**config.mk**
```make
export PLATFORM = sky130hd
export DESIGN_NAME = rc5_job_arbiter_flat
export DESIGN_NICKNAME = d
export VERILOG_FILES = /design/src/rtl/rc5_pkg.sv /design/src/rtl/rc5_job_arbiter_if.sv /design/src/rtl/rc5_rr_arb.sv /design/src/rtl/rc5_job_arbiter.sv /design/src/flat_wrapper.sv
export SDC_FILE = /design/constraint.sdc
export NUM_CORES = 1
export LEC_CHECK = 0
export ABC_AREA = 1
export BUFFER_PORTS_ARGS = -buffer_cell sky130_fd_sc_hd__buf_4
export CORE_ASPECT_RATIO = 1.2
export CORE_MARGIN = 8
export CORE_UTILIZATION = 46
export DETAILED_ROUTE_END_ITERATION = 16
export PLACE_DENSITY_LB_ADDON = 0.05
export SYNTH_ARGS = -nofsm -noshare
export SYNTH_HDL_FRONTEND = slang
export SYNTH_SLANG_ARGS = --single-unit
```
**constraint.sdc**
```tcl
create_clock -name clk -period 2.8 [get_ports clk]
set_input_delay 0.28 -clock clk [delete_from_list [all_inputs] [get_ports clk]]
set_output_delay 0.28 -clock clk [all_outputs]
set_load 0.02 [all_outputs]
```
**src/rtl/rc5_pkg.sv**
```systemverilog
// Shared types and constants for the RC5 job arbiter: controller states,
// operation encodings and the latched job record.
package rc5_pkg;

  typedef enum logic [2:0] {
    ST_IDLE    = 3'd0,
    ST_ISSUE   = 3'd1,
    ST_BUSY    = 3'd2,
    ST_RECOVER = 3'd3,
    ST_RESP    = 3'd4
  } rc5_ctl_state_t;

  localparam int   RC5_MAX_ROUNDS = 16;
  localparam logic RC5_OP_ENC     = 1'b0;
  localparam logic RC5_OP_DEC     = 1'b1;
  localparam int   RC5_OWNER_W    = 3;

  typedef struct packed {
    logic                   op;
    logic [4:0]             rounds;
    logic [31:0]            data;
    logic [RC5_OWNER_W-1:0] owner;
  } rc5_job_t;

  function automatic logic rc5_rounds_ok(input logic [4:0] rounds);
    return rounds <= 5'(RC5_MAX_ROUNDS);
  endfunction

endpackage

```
**src/rtl/rc5_job_arbiter_if.sv**
```systemverilog
// Requester-side job/response bundle for rc5_job_arbiter, one lane per requester.
interface rc5_job_arbiter_if #(
  parameter int NREQ = 2
);

  // A job transfers on a cycle where req_valid[i] & req_ready[i]; a response
  // transfers where rsp_valid[i] & rsp_ready[i]. Valid, once raised, holds
  // with stable payload until the matching ready; ready may depend on valid.
  logic [NREQ-1:0]       req_valid;
  logic [NREQ-1:0]       req_ready;
  logic [NREQ-1:0]       req_op;
  logic [NREQ-1:0][4:0]  req_rounds;
  logic [NREQ-1:0][31:0] req_data;
  logic [NREQ-1:0]       rsp_valid;
  logic [NREQ-1:0]       rsp_ready;
  logic [31:0]           rsp_data;
  logic                  rsp_err;

  modport master (
    output req_valid, req_op, req_rounds, req_data, rsp_ready,
    input  req_ready, rsp_valid, rsp_data, rsp_err
  );

  modport slave (
    input  req_valid, req_op, req_rounds, req_data, rsp_ready,
    output req_ready, rsp_valid, rsp_data, rsp_err
  );

endinterface

```
**src/rtl/rc5_rr_arb.sv**
```systemverilog
// Combinational round-robin pick: first requester with valid at or above ptr,
// wrapping modulo NREQ. Produces a one-hot grant and its index.
module rc5_rr_arb #(
  parameter  int NREQ = 2,
  localparam int IW   = (NREQ > 1) ? $clog2(NREQ) : 1
) (
  input  logic [NREQ-1:0] req,
  input  logic [IW-1:0]   ptr,
  output logic [NREQ-1:0] grant,
  output logic [IW-1:0]   idx,
  output logic            any
);

  int          j;
  logic [IW-1:0] j_idx;

  always_comb begin
    grant = '0;
    idx   = '0;
    any   = 1'b0;
    j     = 0;
    j_idx = '0;
    for (int i = 0; i < NREQ; i++) begin
      j     = (int'(ptr) + i) % NREQ;
      j_idx = IW'(j);
      if (!any && req[j_idx]) begin
        any          = 1'b1;
        grant[j_idx] = 1'b1;
        idx          = j_idx;
      end
    end
  end

endmodule

```
**src/rtl/rc5_job_arbiter.sv**
```systemverilog
// Shares one RC5 core between NREQ requesters: round-robin job acceptance,
// core sequencing, watchdog recovery and per-owner response return.
module rc5_job_arbiter
  import rc5_pkg::*;
#(
  parameter int NREQ    = 2,
  parameter int TIMEOUT = 32
) (
  input  logic            clk,
  input  logic            rst,
  rc5_job_arbiter_if.slave bus,
  input  logic            key_ready,
  output logic            subkey_lock,
  output logic            core_rst_n,
  output logic            core_encrypt,
  output logic            core_decrypt,
  output logic [4:0]      core_num_rounds,
  output logic [31:0]     core_d_in,
  input  logic [31:0]     core_d_out,
  input  logic            core_done,
  output rc5_ctl_state_t  dbg_state
);

  localparam int IW = (NREQ > 1) ? $clog2(NREQ) : 1;
  localparam int WW = $clog2(TIMEOUT + 1);

  rc5_ctl_state_t  state;
  rc5_job_t        job;
  logic [IW-1:0]   ptr;
  logic [WW-1:0]   wd;
  logic [NREQ-1:0] rsp_valid_q;
  logic [31:0]     rsp_data_q;
  logic            rsp_err_q;
  logic            core_rst_q;

  logic [NREQ-1:0] gnt;
  logic [IW-1:0]   gnt_idx;
  logic            gnt_any;
  logic            accept;
  logic [IW-1:0]   ptr_nx;
  logic [NREQ-1:0] owner_oh;
  logic            acc_op;
  logic [4:0]      acc_rounds;
  logic [31:0]     acc_data;

  rc5_rr_arb #(.NREQ(NREQ)) u_arb (
    .req   (bus.req_valid),
    .ptr   (ptr),
    .grant (gnt),
    .idx   (gnt_idx),
    .any   (gnt_any)
  );

  assign accept     = (state == ST_IDLE) && key_ready && gnt_any;
  assign ptr_nx     = (gnt_idx == IW'(NREQ - 1)) ? '0 : gnt_idx + 1'b1;
  assign owner_oh   = {{(NREQ-1){1'b0}}, 1'b1} << job.owner[IW-1:0];
  assign acc_op     = bus.req_op[gnt_idx];
  assign acc_rounds = bus.req_rounds[gnt_idx];
  assign acc_data   = bus.req_data[gnt_idx];

  assign bus.req_ready = ((state == ST_IDLE) && key_ready && !rst) ? gnt : '0;
  assign bus.rsp_valid = rsp_valid_q;
  assign bus.rsp_data  = rsp_data_q;
  assign bus.rsp_err   = rsp_err_q;

  // Start pulses decode the registered state, so they are exactly one ISSUE cycle wide.
  assign core_encrypt    = (state == ST_ISSUE) && (job.op == RC5_OP_ENC);
  assign core_decrypt    = (state == ST_ISSUE) && (job.op == RC5_OP_DEC);
  assign core_num_rounds = job.rounds;
  assign core_d_in       = job.data;
  assign core_rst_n      = core_rst_q && !rst;
  assign subkey_lock     = (state != ST_IDLE);
  assign dbg_state       = state;

  always_ff @(posedge clk) begin
    if (rst) begin
      state       <= ST_IDLE;
      job         <= '0;
      ptr         <= '0;
      wd          <= '0;
      rsp_valid_q <= '0;
      rsp_data_q  <= '0;
      rsp_err_q   <= 1'b0;
      core_rst_q  <= 1'b1;
    end else begin
      core_rst_q <= 1'b1;
      case (state)
        ST_IDLE: begin
          if (accept) begin
            job.op     <= acc_op;
            job.rounds <= acc_rounds;
            job.data   <= acc_data;
            job.owner  <= RC5_OWNER_W'(gnt_idx);
            ptr        <= ptr_nx;
            if (rc5_rounds_ok(acc_rounds)) begin
              state <= ST_ISSUE;
            end else begin
              // Over-long jobs never reach the core; answer with an error directly.
              state       <= ST_RESP;
              rsp_valid_q <= gnt;
              rsp_err_q   <= 1'b1;
              rsp_data_q  <= '0;
            end
          end
        end
        ST_ISSUE: begin
          state <= ST_BUSY;
          wd    <= '0;
        end
        ST_BUSY: begin
          if (core_done) begin
            state       <= ST_RESP;
            rsp_valid_q <= owner_oh;
            rsp_data_q  <= core_d_out;
            rsp_err_q   <= 1'b0;
          end else if (wd == WW'(TIMEOUT - 1)) begin
            state      <= ST_RECOVER;
            core_rst_q <= 1'b0;
          end else begin
            wd <= wd + 1'b1;
          end
        end
        ST_RECOVER: begin
          state       <= ST_RESP;
          rsp_valid_q <= owner_oh;
          rsp_data_q  <= '0;
          rsp_err_q   <= 1'b1;
        end
        ST_RESP: begin
          if (bus.rsp_ready[job.owner[IW-1:0]]) begin
            state       <= ST_IDLE;
            rsp_valid_q <= '0;
          end
        end
        default: state <= ST_IDLE;
      endcase
    end
  end

endmodule

```
**src/flat_wrapper.sv**
```systemverilog
// flat-port wrapper written by rule: the top's interface ports become plain ports
module rc5_job_arbiter_flat import rc5_pkg::*;
#(
  parameter int NREQ    = 2,
  parameter int TIMEOUT = 32
)
  (clk, rst, key_ready, subkey_lock, core_rst_n, core_encrypt, core_decrypt, core_num_rounds, core_d_in, core_d_out, core_done, dbg_state, bus_req_valid, bus_req_op, bus_req_rounds, bus_req_data, bus_rsp_ready, bus_req_ready, bus_rsp_valid, bus_rsp_data, bus_rsp_err);
  rc5_job_arbiter_if #(.NREQ(NREQ)) bus_i ();
  input  logic clk;
  input  logic rst;
  input  logic key_ready;
  output logic subkey_lock;
  output logic core_rst_n;
  output logic core_encrypt;
  output logic core_decrypt;
  output logic [4:0] core_num_rounds;
  output logic [31:0] core_d_in;
  input  logic [31:0] core_d_out;
  input  logic core_done;
  output rc5_ctl_state_t dbg_state;
  input wire logic [$bits(bus_i.req_valid)-1:0] bus_req_valid;
  input wire logic [$bits(bus_i.req_op)-1:0] bus_req_op;
  input wire logic [$bits(bus_i.req_rounds)-1:0] bus_req_rounds;
  input wire logic [$bits(bus_i.req_data)-1:0] bus_req_data;
  input wire logic [$bits(bus_i.rsp_ready)-1:0] bus_rsp_ready;
  output wire logic [$bits(bus_i.req_ready)-1:0] bus_req_ready;
  output wire logic [$bits(bus_i.rsp_valid)-1:0] bus_rsp_valid;
  output wire logic [$bits(bus_i.rsp_data)-1:0] bus_rsp_data;
  output wire logic [$bits(bus_i.rsp_err)-1:0] bus_rsp_err;
  assign bus_i.req_valid = bus_req_valid;
  assign bus_i.req_op = bus_req_op;
  assign bus_i.req_rounds = bus_req_rounds;
  assign bus_i.req_data = bus_req_data;
  assign bus_i.rsp_ready = bus_rsp_ready;
  assign bus_req_ready = bus_i.req_ready;
  assign bus_rsp_valid = bus_i.rsp_valid;
  assign bus_rsp_data = bus_i.rsp_data;
  assign bus_rsp_err = bus_i.rsp_err;
  rc5_job_arbiter #(.NREQ(NREQ), .TIMEOUT(TIMEOUT)) u_core (.clk(clk), .rst(rst), .bus(bus_i), .key_ready(key_ready), .subkey_lock(subkey_lock), .core_rst_n(core_rst_n), .core_encrypt(core_encrypt), .core_decrypt(core_decrypt), .core_num_rounds(core_num_rounds), .core_d_in(core_d_in), .core_d_out(core_d_out), .core_done(core_done), .dbg_state(dbg_state));
endmodule
```
## Yosys cells after proc, flatten, opt, wreduce, memory -nomap -nowiden

Index checks and enable logic that the tools add are counted.

- Bits of input ports: 116
- Register bits: 85

- Multiplexer cells: 47
- Reductions and logical operators: 22
- $add $sub $neg: 3
- Order comparisons: 7
- Shifts and indexed selects: 1
- Bitwise operators: 3
- Equal/unequal tests: 12

Operator list:

| kind | number |
|---|---|
| two-way mux 32 bit | 5 |
| case mux 32 bit (3 select lines) | 1 |
| two-way mux 1 bit | 19 |
| two-way mux 3 bit | 5 |
| case mux 3 bit (5 select lines) | 1 |
| two-way mux 2 bit | 7 |
| two-way mux 6 bit | 2 |
| case mux 6 bit (2 select lines) | 1 |
| two-way mux 5 bit | 2 |
| logical AND 1 bit | 9 |
| less-than comparator 1 x 2 -> 1 bit, second input constant | 4 |
| != test 2 bit, second input constant | 4 |
| case mux 2 bit (4 select lines) | 1 |
| adder 6 x 1 -> 6 bit, second input constant | 1 |
| equality test 3 x 2 -> 1 bit, second input constant | 2 |
| equality test 6 x 5 -> 1 bit, second input constant | 1 |
| AND reduction 3 bit | 2 |
| nonzero test 3 bit | 2 |
| <= comparator 5 bit, second input constant | 1 |
| AND reduction 5 bit | 1 |
| != test 2 x 1 -> 1 bit, second input constant | 2 |
| AND reduction 4 bit | 1 |
| nonzero test 4 bit | 1 |
| equality test 3 x 1 -> 1 bit, second input constant | 1 |
| 14 further kinds | 19 |

## Logic depth before layout (Yosys ltp)

Gate-level depths: netlist of the first run.

- Word-level depth: 12
- Gate-level depth with buffers: 13

## By module

A second synthesis of the first run with hierarchy kept.

- Cells, all modules: 619
- Area, all modules: 4159.0 sq um

Modules (own cells, without submodules):

| module | area an instance (sq um) | sequential area each (sq um) | cells an instance | times used |
|---|---|---|---|---|
| rc5_job_arbiter | 4129.0 | 1701.6 | 612 | 1 |
| rc5_rr_arb | 30.0 | 0.0 | 7 | 1 |

## Worst setup path before layout of the first run

Ideal clock, no wire load.

- Path type: reg2out
- Start point: reg u_core.state[0] (netlist: u_core.dbg_state[0])
- End point: out core_decrypt
- Cell stages (with the launch flop): 5
- Data required time: 2520 ps
- Arrival: 1335 ps
- Path slack: 1185 ps
- Cell sequence: dfxtp_1 > inv_2 > nor3_1 > inv_1 > nor2_1

- Cells in the longest elaborated chain, start to end: 2

Ends and longest elaborated chain:

| what | RTL line | source |
|---|---|---|
| start, declared | rc5_job_arbiter.sv:27 | `rc5_ctl_state_t state;` |
| start signal, assigned | rc5_job_arbiter.sv:77 | `state <= ST_IDLE;` |
| start signal, assigned | rc5_job_arbiter.sv:96 | `state <= ST_ISSUE;` |
| start signal, assigned | rc5_job_arbiter.sv:99 | `state <= ST_RESP;` |
| equality test 3 x 1 -> 1 bit | rc5_job_arbiter.sv:68 | `assign core_decrypt = (state == ST_ISSUE) && (job.op == RC5_OP_DEC);` |
| logical AND 1 bit | rc5_job_arbiter.sv:68 |  |
| end, declared | flat_wrapper.sv:15 | `output logic core_decrypt;` |

Every way passes these cells.

## Final worst setup path of the first run

- Start point: reg u_core.state[0] (netlist: u_core.dbg_state[0])
- End point: out bus_req_ready[1]

- Cells in the longest elaborated chain, start to end: 4

Ends and longest elaborated chain:

| what | RTL line | source |
|---|---|---|
| zero test 3 bit | rc5_job_arbiter.sv:61 | `assign bus.req_ready = ((state == ST_IDLE) && key_ready && !rst) ? gnt : '0;` |
| logical AND 1 bit (2 in series) | rc5_job_arbiter.sv:61 |  |
| two-way mux 2 bit | rc5_job_arbiter.sv:61 |  |
| end, declared | flat_wrapper.sv:26 | `output wire logic [$bits(bus_i.req_ready)-1:0] bus_req_ready;` |

Every way passes these cells.

==> results.md, run 1 <==
- Vias: roughly 3800
- CTS Buffer Depth: 2
- Clk root buf: clkbuf_8
- WS Path Type: reg -> out
- Fraction of layout cells with a size suffix above 1: between 40% and 50%
- Final core occ: 63.5%
- Relative slew slack: 62.3%
- Top-area cell type share of the netlist area: 42.1%
- Unique masters post-synth: 33
- Post-route minimum period: around 2200 ps
- VDD IR max: 0.464 mV
- Non-filler instance count after layout: 779
- Syn Nets: 627
- Hold/Removal Path Class: in -> reg
- Iteration-0 DRC Markers: about 160
- Total CTS buffers: 9
- Latest clock arrival within the worst-skew pair: 350 ps
- CP max FO: 34
- Std cell rows: 37
- Commonest non-fill, non-tap cells in the layout: buf_4, nand2_1, dfxtp_1
- Post-CTS Setup Bufs: 0
- Total track usage: 19.6%
- Hold Vio Cnt, Final: 0
- Vias in the first global route: 3874
- Die height: between 100 and 150 um
- Die Area: 12100 um2
- Fillers: just under 800
- Sink Count: 85
- Cells after synthesis: 510
- PD cells: between 700 and 800 nW/um2
- HPWL Detailed: 9010 um
- Slew @ Worst Pin: 566 ps
- Mapped Avg Cell Area: 7.93 um2
- Final setup fails: 0
- CTS clk-pin slew, worst paths: 70 ps
- Mapped Area: 4040 um2
- R2r setup slk: 1000 ps
- Worst Clk Skew: 5.15 ps
- Crit path buffers/inverters: 4
- First-pass GRT wire length: roughly 19000 um
- Crit-path cells: inv_2, nand2_2, nor2_8, nand2_2, nor2_4, buf_4, nand2_1, inv_1, buf_4
- Register area share after synthesis: 42.1%
- Critical path's top delay family: buffers and inverters
- Status: finished, final reports clean
- CP required: about 2500 ps
- Clock tree from TritonCTS: built
- Most common cell after layout, fill and taps aside: buf_4
- Crit path capture type: primary output
- Fmax: 451 MHz
- Dpl cells: around 770
- Area grow syn2layout: 34.4%
- Die width: between 100 and 150 um
- Yosys reg bits: 85
- Multi-input logic area: ~1800 um2
- Max cap viols: 0
- Antenna-violating nets left: 0
- Final GP Congestion: 0.849
- IO Port Bufs: 196
- DR WL/cell: 15.4 um
- Initial Util: a little under half
- Slowest CP cell: dfxtp_1
- Largest net degree at the start of global routing: 42
- DR vias/cell: 4.86
- Total I/O pin count: 197
- Initial antenna violation count: 0
- Register Area: around 1700 um2
- Leakage: 2.37 nW
- Critical Path Max Stage Delay: 360 ps
- Core ar.: around 8600 um2
- Final #Nets: 776
- Leading area contributor after synthesis: dfxtp_1
- Drt drc: 0
- Yosys Warn Count: 0
- Unrepaired setup endpoints after global routing: no
- Top area cells in the synthesized netlist: dfxtp_1, nand2_1, buf_4
- Post-CTS Resized: 0
- GRT overflow: 0
- Total Routed Length: between 10000 and 15000 um
- Setup TNS: 0 ps
- ANT cells: 0
- CP arrival: ~1900 ps
- Critical path launch point type: flip-flop
- Pre-Repair DR Iteration Count: 4
- CTS HTree Levels: 3
- Cts-stage hold buffer count: 0
- Tcrit/Tclk final: 79.2%
- Pins Over Slew Limit: 0
metal layers:
layer / track usage, % / share of wire [%] / vias to the layer above
li1: - / - / 1909
met1: 21.9 / 40 / 1717
met4: 6.35 / 1.2 / 0
met5: 0 / 0 / -
met3: 8.28 / 11 / 11
met2: 32.4 / 48 / 149
kinds of logic after synthesis:
kind of cell	count (synthesis)	synth area share [%]
flip-flops	85	42.1
adder cells (fa/ha/maj)	1	0.309
XOR/XNOR	2	0.433
AND/OR/NAND/NOR	241	27.8
AO/OA/AOI/OAI	97	16.5
buffers and inverters	84	12.9
power breakdown:
group | internal (W) | leakage, nW | switching, W
Combinational | 0.000618 | 1.59 | 0.00104
Sequential | 0.00139 | 0.692 | 0.000120
Clock | 0.000426 | 0.0923 | 0.000401
per-stage QoR:
stage	hold WS (ps)	instance area [um2]	worst slack, ps	power (W)
final	134	5440	584	0.00400
after global routing	119	5440	420	0.00424
after CTS	116	5440	551	0.00404
after detailed placement	449	5260	949	0.00321
after global placement	450	5260	988	0.00319
after floorplan	393	4040	1180	0.00286
flip-flops by register name, indices dropped and copies added, names as in the netlist:
| signal | flops |
|---|---|
| u_core.bus.rsp_err | 1 |
| u_core.dbg_state | 3 |
| u_core.core_d_in | 32 |
| u_core.core_num_rounds | 5 |
| u_core.bus.rsp_data | 32 |
| u_core.job | 2 |
| u_core.bus.rsp_valid | 2 |
| u_core.ptr | 1 |
| u_core.wd | 6 |
| u_core.core_rst_q | 1 |
Yosys cell counts, drive strengths merged:
cell type and number:
buf 52, inv 21, dfxtp 85, o221ai 1, nand3b 1, xnor2 1, nor2 31, xor2 1
o31ai 1, clkbuf 11, a211oi 2, o21ai 14, and3 1, nor3 6, a21oi 45, ha 1
a22oi 6, nand2 191, nand3 10, nand4 1, a31oi 28
worst reg2reg max path, stage by stage (launching register included):
cell and delay (ps):
dfxtp_1 360, inv_2 100, nand2_2 100, nor2_8 190, nand3b_4 100, buf_4 280
nand2_1 110, nand2_1 70, nor2_2 170, nand3_1 110, a21oi_1 150
final cells by class:
class,instances,area share (%)
multi-input combinational,341,33.5
sequential,85,31.3
timing repair buffer,201,27.8
tap,117,2.69
clock buffer,12,2.67
inverter,21,1.45
clock inverter,2,0.645
worst paths after layout:
check,start,to,depth (start not counted)
max,u_core.dbg_state[0],bus_req_ready[1],9
min reg2reg,u_core.bus.rsp_data[16],u_core.bus.rsp_data[16],2
min,bus_req_data[62],u_core.core_d_in[30],3
max reg2reg,u_core.dbg_state[0],u_core.bus.rsp_valid[0],10
(Power assumes the default switching activity.)
==> run 2: changes to the inputs <==
--- a/config.mk
+++ b/config.mk
@@ -9,7 +9,7 @@
 export BUFFER_PORTS_ARGS = -buffer_cell sky130_fd_sc_hd__buf_4
 export CORE_ASPECT_RATIO = 1.2
 export CORE_MARGIN = 8
-export CORE_UTILIZATION = 46
+export CORE_UTILIZATION = 42
 export DETAILED_ROUTE_END_ITERATION = 16
 export PLACE_DENSITY_LB_ADDON = 0.05
 export SYNTH_ARGS = -nofsm -noshare
==> constraint.sdc (replaced) <==
create_clock -name clk -period 1.8 [get_ports clk]
set_input_delay 0.18 -clock clk [delete_from_list [all_inputs] [get_ports clk]]
set_output_delay 0.18 -clock clk [all_outputs]
set_load 0.02 [all_outputs]
==> results.md, run 2 (synthesized netlist as in run 1, its figures left out) <==
- Die Area: 13000 um2 (+8.1%)
- Final #Nets: 787 (+1.4%)
- Slew @ Worst Pin: 422 ps (-144 ps)
- Final setup fails: 0 (unchanged)
- CP required: 1620 ps (-900 ps)
- Latest clock arrival within the worst-skew pair: 330 ps (-20 ps)
- First-pass GRT wire length: 18900 um (+0.11%)
- Sink Count: 85 (unchanged)
- Crit path buffers/inverters: 3 (-1)
- Switching share of power: 36.8% (-2.2 points)
- Sequential power share: 34.2% (-3.7 points)
- VDD IR max: 0.669 mV (+44%)
- Crit path capture type: primary output
- Dpl cells: 776 (+1.4%)
- Status: finished, final reports clean
- Iteration-0 DRC Markers: 110 (-33%)
- Total track usage: 17.9% (-1.6 points)
- Initial antenna violation count: 0 (unchanged)
- Final core occ: 60.2% (-3.3 points)
- CP max FO: 5 (-85%)
- Final GP Congestion: 0.844 (-0.48%)
- Critical Path Max Stage Delay: 350 ps (about the same)
- Std cell rows: 39 (+5.4%)
- Most common cell after layout, fill and taps aside: buf_4
- Tcrit/Tclk final: 94.4%
- Vias in the first global route: 3731 (-3.7%)
- CTS HTree Levels: 3 (unchanged)
- Cells on Worst Hold Path: 3 (unchanged)
- Initial Util: 42.7% (-4.5 points)
- Pins Over Slew Limit: 0 (unchanged)
- Crit-path cells: inv_2, nand2_4, nor2_8, nand2_2, nor2_4, nand2_1, inv_2, buf_4
- Comb power frac: 40.8% (-0.6 points)
- Pre-Repair DR Iteration Count: 4 (unchanged)
- Post-route minimum period: approximately 1700 ps
- Relative slew slack: 71.9% (+9.6 points)
- CTS clk-pin slew, worst paths: 60 ps (about the same)
- Clock tree from TritonCTS: built
- Max cap viols: 0 (unchanged)
- Vias: 3816 (+0.79%)
- Top cell by count, worst path: inv_2
- Hold Vio Cnt, Final: 0 (unchanged)
- Unrepaired setup endpoints after global routing: yes
- Fmax: 589 MHz
- Post-Place Setup Slack: 120 ps (-829 ps)
- Fraction of layout cells with a size suffix above 1: 46.4% (+1.4 points)
- Die width: 106 um (+3.9%)
- Commonest non-fill, non-tap cells in the layout: buf_4, nand2_1, dfxtp_1
- P_sw: 0.00254 W (+63%)
- Multi-input logic area: 1840 um2 (+1.2%)
- Critical path depth in cells: 8 (-1)
- Leakage: 2.49 nW (+5.3%)
- Final Worst Setup Slack: 101 ps (-482 ps)
- Area grow syn2layout: 41.0%
- Core ar.: 9470 um2 (+11%)
- WS Path Type: reg -> out
- Clock power share: 25.0% (+4.3 points)
- Critical path's top delay family: simple AND/OR/NAND/NOR gates
- Power Internal: 0.00437 W (+79%)
- CTS Buffer Depth: 2 (unchanged)
- Clk root buf: clkbuf_16
- FF-to-FF path depth: 10 (unchanged)
- Largest net degree at the start of global routing: 75 (+79%)
- Register Area: 1700 um2 (+0.15%)
- Total Routed Length: 12000 um (about the same)
- ANT cells: 0 (unchanged)
- Total I/O pin count: 197 (unchanged)
- GRT overflow: 0 (unchanged)
- Worst Clk Skew: 5.63 ps (+0.476 ps)
- HPWL Detailed: 9000 um (about the same)
- IO Port Bufs: 196 (unchanged)
- Drt drc: 0 (unchanged)
- Worst hold margin: 53.8 ps (-79.8 ps)
- Non-filler instance count after layout: 797 (+2.3%)
- Antenna-violating nets left: 0 (unchanged)
- Setup TNS: 0 ps (unchanged)
- PD cells: 1210 nW/um2 (+65%)
- CP arrival: 1520 ps (-420 ps)
- Slowest CP cell: dfxtp_2
- Critical path launch point type: flip-flop
- Hold/Removal Path Class: in -> reg
- Total CTS buffers: 9 (unchanged)
- DR WL/cell: 15.0 um (-2.3%)
- Die height: 123 um (+4.0%)
- Cts-stage hold buffer count: 0 (unchanged)
- DR vias/cell: 4.79 (-1.5%)
- Fillers: 905 (+16%)
run 2: changes by cell type in the layout (fill, tap and decap cells not counted), sizes merged:
cell    previous run  this run
buf              201       212
clkbuf            12        14
bufinv             1         0
run 2: worst paths after layout:
path,to,slack (ps),start
max,bus_req_ready[0],100,u_core.dbg_state[0]
min,u_core.core_d_in[13],50,bus_req_data[13]
max reg2reg,u_core.bus.rsp_data[13],110,u_core.dbg_state[0]
min reg2reg,u_core.bus.rsp_data[13],460,u_core.bus.rsp_data[13]
run 2: per-stage QoR:
stage / instance area [um2] / power (W)
floorplan: 4040 / 0.00445
global placement: 5350 / 0.00510
detailed placement: 5350 / 0.00512
CTS: 5660 / 0.00694
global route: 5700 / 0.00731
finish: 5700 / 0.00691
run 2: cell type report:
cell class	count	area share, %
Clock inverter	1	0.0878
Timing Repair Buffer	212	28.8
Inverter	21	1.38
Clock buffer	14	4.81
Sequential cell	85	29.9
Multi-Input combinational cell	341	32.3
Tap cell	123	2.70
run 2: worst register-to-register path, cell delays in order, from the launching register on:
cell and delay, ps:
dfxtp_2 350, inv_2 110, nand2_4 80, nor2_8 120
buf_4 150, nand3b_4 160, a21oi_4 180, nand2_4 100
buf_12 190, nand2_1 80, a21oi_1 50
run 2: layer usage:
| metal | vias to the layer above | track usage [%] | part of all wire [%] |
|---|---|---|---|
| met4 | 0 | 9.34 | 3.1 |
| li1 | 1941 | - | - |
| met1 | 1697 | 21.2 | 43 |
| met5 | - | 0 | 0 |
| met3 | 25 | 6.78 | 8.6 |
| met2 | 153 | 28.1 | 46 |
run 2: what timing repair did:
| item | in CTS | in global routing |
|---|---|---|
| endpoints found under the setup margin | 4 | 31 |
| gates resized for setup | 2 | 4 |
| setup buffers | 3 | 3 |
| pin swaps | 2 | 0 |
run 2: power by group through the flow:
stage	sequential [W]	combinational, W	clock [W]
2_1_floorplan	0.00246	0.00199	0
3_3_place_gp	0.00238	0.00271	0
3_5_place_dp	0.00239	0.00273	0
4_1_cts	0.00236	0.00281	0.00178
5_1_grt	0.00239	0.00305	0.00187
6_report	0.00236	0.00282	0.00173
